File: src/rtl/muldiv_pkg.sv
// Shared types and op-classification helpers for the iterative M-extension unit.
package muldiv_pkg;

  typedef enum logic [2:0] {
    OP_MUL    = 3'b000,
    OP_MULH   = 3'b001,
    OP_MULHSU = 3'b010,
    OP_MULHU  = 3'b011,
    OP_DIV    = 3'b100,
    OP_DIVU   = 3'b101,
    OP_REM    = 3'b110,
    OP_REMU   = 3'b111
  } muldiv_op_e;

  typedef enum logic [1:0] {
    IDLE = 2'b00,
    CALC = 2'b01,
    DONE = 2'b10
  } muldiv_state_e;

  function automatic logic is_div(input muldiv_op_e op);
    return op inside {OP_DIV, OP_DIVU, OP_REM, OP_REMU};
  endfunction

  // MUL is classed as signed: its low half is identical either way.
  function automatic logic is_signed_a(input muldiv_op_e op);
    return op inside {OP_MUL, OP_MULH, OP_MULHSU, OP_DIV, OP_REM};
  endfunction

  function automatic logic is_signed_b(input muldiv_op_e op);
    return op inside {OP_MUL, OP_MULH, OP_DIV, OP_REM};
  endfunction

endpackage

File: src/rtl/muldiv_iter_core.sv
// Radix-2 step datapath: shift-add multiply and restoring shift-subtract divide
// sharing one (XLEN+1)-bit adder. Operates on unsigned magnitudes only.
module muldiv_iter_core
  #(parameter int XLEN = 32)
  (
    input  logic              clk,
    input  logic              rst_n,
    input  logic              load,
    input  logic              step,
    input  logic              is_div,
    input  logic [XLEN-1:0]   load_a,
    input  logic [XLEN-1:0]   load_b,
    input  logic [XLEN-1:0]   mcand,
    input  logic [XLEN-1:0]   divisor,
    output logic [2*XLEN-1:0] acc_step,
    output logic [XLEN-1:0]   quo_step,
    output logic [XLEN-1:0]   rem_step
  );

  logic [2*XLEN-1:0] acc_q, acc_d;
  logic [XLEN-1:0]   quo_q, quo_d;
  logic [XLEN-1:0]   rem_q, rem_d;

  logic [XLEN:0] div_shift;
  logic [XLEN:0] add_a;
  logic [XLEN:0] add_b;
  logic [XLEN:0] sum;

  // Divide subtracts via inverted divisor plus carry-in; multiply adds the
  // multiplicand when the current multiplier bit (acc LSB) is set.
  always_comb begin
    div_shift = {rem_q, quo_q[XLEN-1]};
    add_a     = is_div ? div_shift : {1'b0, acc_q[2*XLEN-1:XLEN]};
    if (is_div) begin
      add_b = ~{1'b0, divisor};
    end else if (acc_q[0]) begin
      add_b = {1'b0, mcand};
    end else begin
      add_b = '0;
    end
    sum      = add_a + add_b + {{XLEN{1'b0}}, is_div};
    acc_step = {sum, acc_q[XLEN-1:1]};
    if (sum[XLEN]) begin
      rem_step = div_shift[XLEN-1:0];
      quo_step = {quo_q[XLEN-2:0], 1'b0};
    end else begin
      rem_step = sum[XLEN-1:0];
      quo_step = {quo_q[XLEN-2:0], 1'b1};
    end
  end

  always_comb begin
    acc_d = acc_q;
    quo_d = quo_q;
    rem_d = rem_q;
    if (load) begin
      acc_d = {{XLEN{1'b0}}, load_b};
      quo_d = load_a;
      rem_d = '0;
    end else if (step) begin
      if (is_div) begin
        quo_d = quo_step;
        rem_d = rem_step;
      end else begin
        acc_d = acc_step;
      end
    end
  end

  always_ff @(posedge clk or negedge rst_n) begin
    if (!rst_n) begin
      acc_q <= '0;
      quo_q <= '0;
      rem_q <= '0;
    end else begin
      acc_q <= acc_d;
      quo_q <= quo_d;
      rem_q <= rem_d;
    end
  end

endmodule

File: src/rtl/muldiv_iter_unit.sv
// Multi-cycle RV M-extension unit: FSM, special cases, sign fix-up, handshake.
// Define MULDIV_FAST_MUL_EN for single-cycle multiplies (divide stays iterative).
module muldiv_iter_unit
  import muldiv_pkg::*;
  #(
    parameter int XLEN  = 32,
    parameter int CNT_W = $clog2(XLEN) + 1
  )
  (
    input  logic            clk,
    input  logic            rst_n,
    input  logic            flush,
    input  logic            in_valid,
    output logic            in_ready,
    input  logic [2:0]      in_op,
    input  logic [XLEN-1:0] in_a,
    input  logic [XLEN-1:0] in_b,
    output logic            out_valid,
    input  logic            out_ready,
    output logic [XLEN-1:0] out_result,
    output logic            busy
  );

  muldiv_state_e   state_q, state_d;
  logic [CNT_W-1:0] cnt_q, cnt_d;
  muldiv_op_e      op_q, op_d;
  logic [XLEN-1:0] mag_a_q, mag_a_d;
  logic [XLEN-1:0] mag_b_q, mag_b_d;
  logic [XLEN-1:0] res_q, res_d;
  logic            neg_res_q, neg_res_d;
  logic            neg_rem_q, neg_rem_d;

  muldiv_op_e      in_op_e;
  logic            in_sign_a, in_sign_b;
  logic [XLEN-1:0] in_mag_a, in_mag_b;
  logic            div_zero, div_ovf;
  logic [XLEN-1:0] special_res;
  logic            fast_mul_hit;
  logic [XLEN-1:0] fast_res;

  logic              core_load, core_step;
  logic [2*XLEN-1:0] acc_step;
  logic [XLEN-1:0]   quo_step, rem_step;
  logic [2*XLEN-1:0] prod_fix;
  logic [XLEN-1:0]   quo_fix, rem_fix, calc_res;

  assign in_op_e   = muldiv_op_e'(in_op);
  assign in_sign_a = is_signed_a(in_op_e) & in_a[XLEN-1];
  assign in_sign_b = is_signed_b(in_op_e) & in_b[XLEN-1];
  assign in_mag_a  = in_sign_a ? -in_a : in_a;
  assign in_mag_b  = in_sign_b ? -in_b : in_b;

  assign div_zero = is_div(in_op_e) && (in_b == '0);
  assign div_ovf  = ((in_op_e == OP_DIV) || (in_op_e == OP_REM)) &&
                    (in_a == {1'b1, {(XLEN-1){1'b0}}}) && (in_b == '1);

  always_comb begin
    special_res = '0;
    if (div_zero) begin
      special_res = ((in_op_e == OP_DIV) || (in_op_e == OP_DIVU)) ? '1 : in_a;
    end else if (div_ovf) begin
      special_res = (in_op_e == OP_DIV) ? in_a : '0;
    end
  end

`ifdef MULDIV_FAST_MUL_EN
  logic signed [XLEN:0]     fast_a, fast_b;
  logic signed [2*XLEN+1:0] fast_prod;
  logic [1:0]               unused_fast_hi;

  // One extra bit per operand lets a single signed multiply cover all four flavours.
  assign fast_a         = {in_sign_a, in_a};
  assign fast_b         = {in_sign_b, in_b};
  assign fast_prod      = fast_a * fast_b;
  assign unused_fast_hi = fast_prod[2*XLEN+1:2*XLEN];
  assign fast_mul_hit   = !is_div(in_op_e);
  assign fast_res       = (in_op_e == OP_MUL) ? fast_prod[XLEN-1:0]
                                              : fast_prod[2*XLEN-1:XLEN];
`else
  assign fast_mul_hit = 1'b0;
  assign fast_res     = '0;
`endif

  muldiv_iter_core #(.XLEN(XLEN)) u_core (
    .clk      (clk),
    .rst_n    (rst_n),
    .load     (core_load),
    .step     (core_step),
    .is_div   (is_div(op_q)),
    .load_a   (in_mag_a),
    .load_b   (in_mag_b),
    .mcand    (mag_a_q),
    .divisor  (mag_b_q),
    .acc_step (acc_step),
    .quo_step (quo_step),
    .rem_step (rem_step)
  );

  // Fix-up works on the final step's outputs so DONE carries the signed result.
  always_comb begin
    prod_fix = neg_res_q ? -acc_step : acc_step;
    quo_fix  = neg_res_q ? -quo_step : quo_step;
    rem_fix  = neg_rem_q ? -rem_step : rem_step;
    case (op_q)
      OP_MUL:                       calc_res = prod_fix[XLEN-1:0];
      OP_MULH, OP_MULHSU, OP_MULHU: calc_res = prod_fix[2*XLEN-1:XLEN];
      OP_DIV, OP_DIVU:              calc_res = quo_fix;
      default:                      calc_res = rem_fix;
    endcase
  end

  always_comb begin
    state_d   = state_q;
    cnt_d     = cnt_q;
    op_d      = op_q;
    mag_a_d   = mag_a_q;
    mag_b_d   = mag_b_q;
    neg_res_d = neg_res_q;
    neg_rem_d = neg_rem_q;
    res_d     = res_q;
    core_load = 1'b0;
    core_step = 1'b0;
    if (flush) begin
      state_d = IDLE;
    end else begin
      case (state_q)
        IDLE: begin
          if (in_valid) begin
            op_d      = in_op_e;
            mag_a_d   = in_mag_a;
            mag_b_d   = in_mag_b;
            neg_res_d = in_sign_a ^ in_sign_b;
            neg_rem_d = in_sign_a;
            cnt_d     = '0;
            core_load = 1'b1;
            if (div_zero || div_ovf) begin
              res_d   = special_res;
              state_d = DONE;
            end else if (fast_mul_hit) begin
              res_d   = fast_res;
              state_d = DONE;
            end else begin
              state_d = CALC;
            end
          end
        end
        CALC: begin
          core_step = 1'b1;
          cnt_d     = cnt_q + CNT_W'(1);
          if (cnt_q == CNT_W'(XLEN-1)) begin
            res_d   = calc_res;
            state_d = DONE;
          end
        end
        DONE: begin
          if (out_ready) begin
            state_d = IDLE;
          end
        end
        default: state_d = IDLE;
      endcase
    end
  end

  always_ff @(posedge clk or negedge rst_n) begin
    if (!rst_n) begin
      state_q   <= IDLE;
      cnt_q     <= '0;
      op_q      <= OP_MUL;
      mag_a_q   <= '0;
      mag_b_q   <= '0;
      neg_res_q <= 1'b0;
      neg_rem_q <= 1'b0;
      res_q     <= '0;
    end else begin
      state_q   <= state_d;
      cnt_q     <= cnt_d;
      op_q      <= op_d;
      mag_a_q   <= mag_a_d;
      mag_b_q   <= mag_b_d;
      neg_res_q <= neg_res_d;
      neg_rem_q <= neg_rem_d;
      res_q     <= res_d;
    end
  end

  assign in_ready   = (state_q == IDLE);
  assign out_valid  = (state_q == DONE);
  assign busy       = (state_q != IDLE);
  assign out_result = res_q;

endmodule

File: config.mk
export PLATFORM = sky130hd
export DESIGN_NAME = muldiv_iter_unit
export DESIGN_NICKNAME = d
export VERILOG_FILES = /design/src/rtl/muldiv_pkg.sv /design/src/rtl/muldiv_iter_core.sv /design/src/rtl/muldiv_iter_unit.sv
export SDC_FILE = /design/constraint.sdc
export NUM_CORES = 1
export LEC_CHECK = 0
export CORE_UTILIZATION = 35
export DETAILED_ROUTE_END_ITERATION = 7
export PLACE_DENSITY = 0.54
export SETUP_SLACK_MARGIN = 0.05
export SLEW_MARGIN = 0
export SYNTH_ARGS = -nofsm -noshare
export SYNTH_HDL_FRONTEND = slang
export SYNTH_SLANG_ARGS = --single-unit
File: constraint.sdc
create_clock -name clk -period 7.1 [get_ports clk]
set_input_delay 0.71 -clock clk [delete_from_list [all_inputs] [get_ports clk]]
set_output_delay 0.71 -clock clk [all_outputs]
set_load 0.005 [all_outputs]
* Word level (Yosys, flattened, before mapping)
Index checks and enable logic that the tools add are counted.
** Word-level totals
- Bits of input ports :: 72
- Logic and storage cells :: 116
- Register bits after elaboration :: 237
- Output and inout bits :: 35
** Operators by class
- Reduce and logical (&&, ||, !) cells :: 26
- Bitwise operators :: 5
- Eq/ne operators :: 25
- Add/sub/neg operators :: 8
- Mux-type cells :: 41
** Operators with widths (count)
- 32-bit two-way mux :: 19
- 64-bit two-way mux :: 4
- 32-bit negation :: 4
- 32-bit one-hot mux with 3 select lines :: 1
- 33-bit two-way mux :: 2
- 32-bit == test (second input constant) :: 2
- 64-bit negation :: 1
- 32-bit one-hot mux with 2 select lines :: 1
- 33-bit by 1-bit adder with 33-bit output :: 1
- 33-bit adder :: 1
- 32-bit NOT with 33-bit output :: 1
- 32-bit logical NOT :: 1
- 3-bit == test (second input constant) :: 8
- 6-bit one-hot mux with 2 select lines :: 1
- 4-bit nonzero test :: 3
- 2-bit two-way mux :: 5
- 3-bit by 2-bit == test with 1-bit output (second input constant) :: 3
- 3-bit AND reduction :: 3
- 2-bit nonzero test :: 4
- 6-bit by 1-bit adder with 6-bit output (second input constant) :: 1
- 3-bit by 1-bit == test with 1-bit output (second input constant) :: 2
- 6-bit by 5-bit == test with 1-bit output (second input constant) :: 1
- 3-bit logical NOT :: 2
- 1-bit two-way mux :: 6
- other kinds (19) :: 28

* Longest topological paths before layout
Gate-level depths: netlist of run 1.
- Word-level depth :: 11
- Gate-level depth with buffers :: 29

* Hierarchy
A second synthesis of run 1 with hierarchy kept.
** Unflattened totals
- Cell total of the unflattened synthesis :: 2299
- Area, all modules :: 19195.9 µm²
** By module, submodules not included
- muldiv_iter_unit :: times used 1, cells an instance 1258, area each 9935.8 µm²
- muldiv_iter_core :: times used 1, cells an instance 1041, area each 9260.1 µm²

* Worst setup path before layout of run 1
OpenSTA, ideal clock, no wires.
- Path kind :: register -> register
- Start point :: register op_q[2]
- End point :: register res_q[30], in the netlist out_result[30]
- Stages on the path, launching flop included :: 28
- Path buffers :: 6
- Clock period less this slack :: 6.255 ns
- Data required time :: 6.964 ns
- Slack :: 0.845 ns
- Data arrival time :: 6.119 ns
- Path through :: dfrtp_1 > clkbuf_1 > clkbuf_1 > nor2b_1 > clkbuf_1 > a2bb2oi_1 > fa_1 > fa_1 > nand2b_1 > a21oi_1 > o211a_1 > or2_1 > o21ai_1 > nand2_1 > buf_1 > clkbuf_1 > clkbuf_1 > nand2_1 > o21ai_0 > ha_1 > nor3b_1 > nand3_1 > nor4_1 > o21ai_1 > nor4_1 > nor3_1 > a2111oi_0 > o211ai_1
** Between the ends
- Word-level cells in the longest chain between the ends :: 11
- Elaborated cells between the ends (all ways) :: 26
- Those cells by class :: add/sub (5); eq/ne (7); mux (10); reduce/logical (4)
** Ends and longest elaborated chain
- from (decl) :: line muldiv_iter_unit.sv:26 : muldiv_op_e op_q, op_d;
- from (signal assigned) :: line muldiv_iter_unit.sv:178 : op_q <= op_d;
- 3-bit == test, on equally long branches :: line muldiv_pkg.sv:22, muldiv_iter_unit.sv:104
- 4-bit nonzero test :: line muldiv_pkg.sv:22 : return op inside {OP_DIV, OP_DIVU, OP_REM, OP_REMU};
- 33-bit two-way mux, on equally long branches :: line muldiv_iter_core.sv:33, muldiv_iter_core.sv:34
- 33-bit adder :: line muldiv_iter_core.sv:41 : sum = add_a + add_b + {{XLEN{1'b0}}, is_div};
- 33-bit by 1-bit adder with 33-bit output :: line muldiv_iter_core.sv:41
- 32-bit two-way mux / 1-bit two-way mux (equally long branches) :: line muldiv_iter_core.sv:43 : if (sum[XLEN]) begin
- 32-bit negation, on equally long branches :: line muldiv_iter_unit.sv:103, muldiv_iter_unit.sv:102
- 32-bit two-way mux, on equally long branches :: line muldiv_iter_unit.sv:103, muldiv_iter_unit.sv:102
- 32-bit one-hot mux with 3 select lines * :: line muldiv_iter_unit.sv:104 : case (op_q)
- 32-bit two-way mux * :: line muldiv_iter_unit.sv:150 : if (cnt_q == CNT_W'(XLEN-1)) begin
- 32-bit one-hot mux with 2 select lines * :: line muldiv_iter_unit.sv:126 : case (state_q)
- to (signal assigned) :: line muldiv_iter_unit.sv:183 : res_q <= res_d;
- to (decl) :: line muldiv_iter_unit.sv:29 : logic [XLEN-1:0] res_q, res_d;
Every way passes the cells marked *; elsewhere a longest branch is shown, timed or not. The select of a mux whose other input is x is not followed.
A chain may end at the register's enable or synchronous reset.

* Final worst setup path of run 1
Same ends and word-level chain as after synthesis.

==> flow_metrics.py, run 1 <==
metrics = {
    "cells_and_area": {
        "mostFrequentLayoutCell": "nand2_1",
        "multi_input_area_um2": 11400,
        "drive_gt1_frac": 0.0669,
        "final_nets": 2466,
        "fillCellCount": 5155,
        "final_area_um2": 20700,
        "area_growth_pct": 15.0,
        "regArea_um2": 5930,
        "layout_common_cells": "nand2_1 (339), a21oi_1 (252), dfrtp_1 (235)",
    },
    "clock_network": {
        "postCtsHoldBufs": 0,
        "cts_made_buffers": 28,
        "ctsResizeCount": 0,
        "numClockSinks": 237,
        "cts.path.max_buffers": 3,
        "cts-root-buf": "clkbuf_16",
        "clkLatencyLatePin_ns": 0.58,
        "cts_setup_buffers": 0,
        "tritoncts": "yes",
        "cts.reportedPaths.clkPinSlew_ns": 0.07,
        "cts.htree.levels": 1,
    },
    "floorplan": {
        "rows": 82,
        "die_w_um": 229,
        "core_um2": 50500,
        "initial_utilization": 0.357,
        "ios": 107,
        "die_y_um": 229,
        "die_area_um2": 52400,
    },
    "power_and_ir_drop": {
        "power_switching_w": 0.00467,
        "p_clk_frac": 0.174,
        "p_per_area_nw_per_um2": 451,
        "total_power_w": 0.00934,
        "seqPwrFrac": 0.272,
        "peakVddDrop_v": 0.000198,
        "power_frac_comb": 0.554,
        "switching_share": 0.500,
        "internal_power_w": 0.00467,
        "p_leak_nw": 8.33,
    },
    "sta": {
        "fin_setup_tns_ns": 0,
        "period_share": 0.900,
        "finalMaxSlewViolations": 0,
        "hold_viol": 0,
        "rsz0062_at_grt": "false",
        "fin_crit_ns": 6.39,
        "setup_viol": 0,
        "clock_skew_ns": 0.0130,
        "slew_headroom": 0.197,
        "fmax_mhz": 156,
        "tightest_slew_ns": 1.20,
    },
    "global_routing": {
        "grt_pass1_wl_um": 114000,
        "grt_overflow": 0,
        "track_usage": 0.287,
        "antenna_found_initial": 3,
        "grt_pass1_vias": 17500,
        "grt_max_degree": 199,
    },
    "drt": {
        "drc": 0,
        "totalWireLength_um": 76200,
        "final_antenna_net_count": 0,
        "drt_iter0_markers": 2119,
        "viasPerCell": 6.01,
        "drt_pass1_iterations": 5,
        "wl_per_cell_um": 25.0,
        "num_vias": 18300,
    },
    "worst_setup_path": {
        "rrSetupSlack_ns": 0.71,
        "worstRegToRegCells": 20,
        "cp.arrival_ns": 6.84,
        "endpoint": "out_result[30]",
        "crit-reg2reg-launch": "op_q[2]",
        "crit_required_ns": 7.55,
        "path_class": "reg -> reg",
        "cp-startpoint": "op_q[2]",
        "r2r-end": "out_result[30]",
        "cp_max_fo": 22,
        "endpoint_kind": "flip-flop",
        "start_kind": "flip-flop",
    },
    "place": {
        "port_buffers": 106,
        "place_hpwl_um": 58500,
        "gp_congestion": 0.960,
        "place_area_um2": 19700,
    },
    "synthesis": {
        "syn_nets": 2443,
        "yosysWarningCount": 0,
        "synthArstFlopShare": 1.00,
        "synth_top_area_frac": 0.329,
        "synthTopCellsByArea": "dfrtp_1 (33%), nand2_1 (7.1%), a21oi_1 (7.0%)",
        "ys_dominant_reg_cell": "dfrtp_1",
        "synth_top_area_cell": "dfrtp_1",
        "ys_ff_latch": 237,
        "synth_edf_count": 0,
        "ys_seq_area_frac": 0.329,
        "netlist_instances": 2331,
        "syn_avg_cell_area_um2": 7.73,
        "ys_types": 80,
        "netlist_area_um2": 18000,
    },
    "status": {
        "status": "finished clean",
    },
    "worst_hold_path": {
        "worst_hold_path_type": "in -> async",
    },
    "run": {
        "drv_cap": 0,
    },
}
## kinds of logic after synthesis
kind of cell | share of synthesized area
fa+ha+maj | 0.0286
compound gates | 0.236
flops | 0.329
simple gates | 0.234
xor+xnor | 0.0968
mux | 0.0363
buf+inv | 0.0394
## synth_stat cells (all sizes together) (17+ instances only)
library cell	count
dfrtp	237
o211ai	22
mux2i	26
nor3	51
a31oi	18
nand3	93
mux2	35
inv	32
buf	20
o31ai	38
and3	62
o21ai	229
or3	20
a211oi	17
nand2b	19
a21oi	252
nand4	23
xnor2	100
clkbuf	134
nor2	193
nand2	342
or4	20
ha	38
o41ai	19
xor2	99
nor4	23
## power by group through the flow
stage | registers [W] | clock network (W) | logic [W]
after floorplan | 0.00218 | 0 | 0.00336
after global placement | 0.00253 | 0 | 0.00502
after detailed placement | 0.00254 | 0 | 0.00506
after CTS | 0.00252 | 0.00164 | 0.00508
after global routing | 0.00258 | 0.00169 | 0.00559
final | 0.00254 | 0.00162 | 0.00518
## sequential cells by signal, summed over array words and instances (netlist names)
| signal | count |
|---|---|
| u_core.acc_q | 64 |
| mag_b_q | 32 |
| u_core.rem_q | 32 |
| u_core.quo_q | 32 |
| out_result | 32 |
| cnt_q | 6 |
| op_q | 3 |
| mag_a_q | 32 |
| state_q | 2 |
| neg_res_q | 1 |
| neg_rem_q | 1 |
## routing by layer
metal / global-route usage / wire, µm / vias to the layer above
li1: - / - / 8430
met4: 0.104 / 3150 / 2
met1: 0.394 / 33300 / 9057
met2: 0.458 / 34600 / 717
met5: 0 / 13 / -
met3: 0.0385 / 5230 / 126
## cell type report
| type | count | share of cell area |
|---|---|---|
| multi-input combinational | 1908 | 0.551 |
| sequential | 237 | 0.287 |
| timing repair buffer | 147 | 0.0669 |
| tap | 672 | 0.0406 |
| clock buffer | 35 | 0.0381 |
| clock inverter | 16 | 0.0106 |
| inverter | 32 | 0.00580 |
| antenna | 1 | 0.000121 |
## through the flow
step,util,worst slack [ns],hold WS (ns),std cells
finish,0.410,0.709,0.0866,3048
global route,0.410,0.124,0.129,3047
CTS,0.410,0.924,0.110,3047
detailed placement,0.390,0.962,0.483,2996
global placement,0.390,1.11,0.463,2996
floorplan,-,0.845,0.414,2331
## worst max-delay path: stages, from the launching register on
cell and delay (ns):
dfrtp_2 0.42, inv_1 0.53, buf_4 0.38, o21ai_0 0.14
ha_1 0.40, a21oi_1 0.31, o21ai_1 0.12, a32o_1 0.27
or2_1 0.26, o21ai_1 0.42, nand2_2 0.27, o21ai_0 0.36
ha_1 0.29, nor3b_1 0.40, nand3_1 0.21, nor4_1 0.30
o21ai_1 0.26, nor4_1 0.34, nor3_1 0.08, a2111oi_0 0.38
o211ai_1 0.12
## worst min path at each step
stage / start / slack (ns) / cells past startpoint / endpoint
5_1_grt: rst_n / 0.13 / 1 / u_core.acc_q[59]
6_report: rst_n / 0.09 / 1 / u_core.acc_q[57]
4_1_cts: rst_n / 0.11 / 1 / u_core.acc_q[59]
3_5_place_dp: u_core.acc_q[60] / 0.48 / 2 / u_core.acc_q[60]
3_3_place_gp: out_result[0] / 0.46 / 2 / out_result[0]
2_1_floorplan: rst_n / 0.41 / 0 / cnt_q[0]
Note: power is estimated with default switching activity, not from simulation.
==> inputs of run 2 (changes only) <==
CORE_UTILIZATION = 37   (was 35)
PLACE_DENSITY = 0.56   (was 0.54)
==> flow_metrics.py, run 2 (synthesis results as in run 1) <==
metrics = {
    "place": {
        "port_buffers": 106,
        "place_ws_ns": 1.13,
        "place_hpwl_um": 58300,
        "gp_congestion": 0.996,
    },
    "clock_network": {
        "tritoncts": "yes",
        "cts_setup_buffers": 0,
        "ctsResizeCount": 0,
        "numClockSinks": 237,
        "cts.path.max_buffers": 3,
        "cts.reportedPaths.clkPinSlew_ns": 0.07,
        "clkLatencyLatePin_ns": 0.60,
        "postCtsHoldBufs": 0,
        "cts-root-buf": "clkbuf_16",
        "cts_made_buffers": 29,
        "cts.htree.levels": 1,
    },
    "run": {
        "drv_cap": 0,
    },
    "sta": {
        "fmax_mhz": 161,
        "tightest_slew_ns": 1.16,
        "setup_ws_ns": 0.903,
        "clock_skew_ns": 0.0152,
        "slew_headroom": 0.224,
        "finalMaxSlewViolations": 0,
        "hold_viol": 0,
        "period_share": 0.873,
        "fin_setup_tns_ns": 0,
        "rsz0062_at_grt": "false",
        "fin_crit_ns": 6.20,
        "whs_ns": 0.171,
        "setup_viol": 0,
    },
    "floorplan": {
        "ios": 107,
        "core_um2": 47800,
        "initial_utilization": 0.376,
        "die_area_um2": 49600,
        "die_y_um": 223,
        "die_w_um": 223,
        "rows": 80,
    },
    "power_and_ir_drop": {
        "p_clk_frac": 0.173,
        "p_per_area_nw_per_um2": 451,
        "peakVddDrop_v": 0.000237,
        "switching_share": 0.503,
        "internal_power_w": 0.00463,
        "total_power_w": 0.00931,
        "power_frac_comb": 0.549,
        "power_switching_w": 0.00468,
        "seqPwrFrac": 0.278,
        "p_leak_nw": 8.33,
    },
    "global_routing": {
        "grt_pass1_wl_um": 112000,
        "track_usage": 0.300,
        "antenna_found_initial": 2,
        "grt_pass1_vias": 17200,
        "grt_overflow": 0,
        "grt_max_degree": 199,
    },
    "drt": {
        "viasPerCell": 6.06,
        "wl_per_cell_um": 25.1,
        "num_vias": 18200,
        "met3_length_um": 4580,
        "drc": 0,
        "drt_iter0_markers": 1895,
        "top_layer_used": "met5",
        "drt-met1-wl_um": 32700,
        "wl_met2_um": 34100,
        "final_antenna_net_count": 0,
        "totalWireLength_um": 75300,
        "drt_pass1_iterations": 6,
    },
    "worst_setup_path": {
        "cp_slowest_stage_delay_ns": 0.73,
        "crit_required_ns": 7.56,
        "crit_chain": "inv_1 -> buf_4 -> o21ai_0 -> ha_1 -> and4_1 -> a221o_1 -> nand2b_1 -> o21ai_1 -> nand2_2 -> o21ai_0 -> ha_1 -> nor3b_1 -> nand3_1 -> nor4_1 -> o21ai_1 -> nor4_1 -> nor3_1 -> a2111oi_0 -> o211ai_1",
        "start_kind": "flip-flop",
        "endpoint_kind": "flip-flop",
        "path_class": "reg -> reg",
        "crit_slowest_cell": "o21ai_0",
        "cp.arrival_ns": 6.66,
        "cp_max_fo": 35,
    },
    "cells_and_area": {
        "largest_reg_flops": 64,
        "layout_common_cells": "nand2_1 (339), a21oi_1 (252), dfrtp_1 (235)",
        "mostFrequentLayoutCell": "nand2_1",
        "antenna_cells": 0,
        "area_growth_pct": 14.7,
        "final_nets": 2470,
        "drive_gt1_frac": 0.0701,
        "regMostFlops": "u_core.acc_q",
    },
    "status": {
        "status": "finished clean",
    },
    "worst_hold_path": {
        "worst_hold_path_type": "in -> async",
    },
}
-- run 2: routing by layer --
| metal | track usage | vias to the layer above |
|---|---|---|
| met4 | 0.139 | 2 |
| met2 | 0.472 | 647 |
| met5 | 0 | - |
| met1 | 0.405 | 8934 |
| met3 | 0.0419 | 125 |
| li1 | - | 8442 |
-- run 2: final cells by class --
| type | instances | area (µm²) |
|---|---|---|
| clock buffers | 31 | 753 |
| clock inverters | 23 | 264 |
| fillers | 4865 | 27200 |
| inverters | 32 | 120 |
| multi-input cells | 1908 | 11400 |
| flip-flops and latches | 237 | 5930 |
| well taps | 615 | 769 |
| repair buffers | 150 | 1410 |
-- run 2: final timing paths --
| path | from | to | slack [ns] | cells after the start |
|---|---|---|---|---|
| min in group clk | out_result[0] | out_result[0] | 0.48 | 2 |
| setup / recovery | op_q[2] | out_result[30] | 0.90 | 19 |
| hold reg to reg | out_result[0] | out_result[0] | 0.48 | 2 |
| setup reg to reg | op_q[2] | out_result[30] | 0.90 | 19 |
| max in group asynchronous | rst_n | neg_res_q | 5.37 | 2 |
| hold / removal | rst_n | u_core.acc_q[54] | 0.17 | 1 |
-- run 2: worst max-delay path, delay by kind of cell (launching register included) --
kind,cells,cell delay [ns]
DFF,1,0.39
buffers and inverters,2,0.45
adders and majority gates,2,0.71
and+or+nand+nor,8,1.88
AOI/OAI and AO/OA,7,2.62
-- run 2: through the flow --
| step | utilization | instances | instance area [µm²] |
|---|---|---|---|
| floorplan | - | 2331 | 18000 |
| global placement | 0.411 | 2942 | 19600 |
| detailed placement | 0.411 | 2942 | 19600 |
| CTS | 0.432 | 2996 | 20700 |
| global route | 0.432 | 2996 | 20700 |
| finish | 0.432 | 2996 | 20700 |
-- run 2: power by group through the flow --
| stage | clock [W] | sequential, W | combinational (W) |
|---|---|---|---|
| final | 0.00162 | 0.00259 | 0.00511 |
| after global routing | 0.00169 | 0.00263 | 0.00552 |
| after CTS | 0.00163 | 0.00256 | 0.00503 |
| after detailed placement | 0 | 0.00258 | 0.00501 |
| after global placement | 0 | 0.00258 | 0.00499 |
| after floorplan | 0 | 0.00218 | 0.00336 |
==> inputs of run 3 (changes only) <==
TNS_END_PERCENT = 5   (was not set)
==> results of run 3 <==
The final DEF is identical to that of run 2; final timing and power are the same.
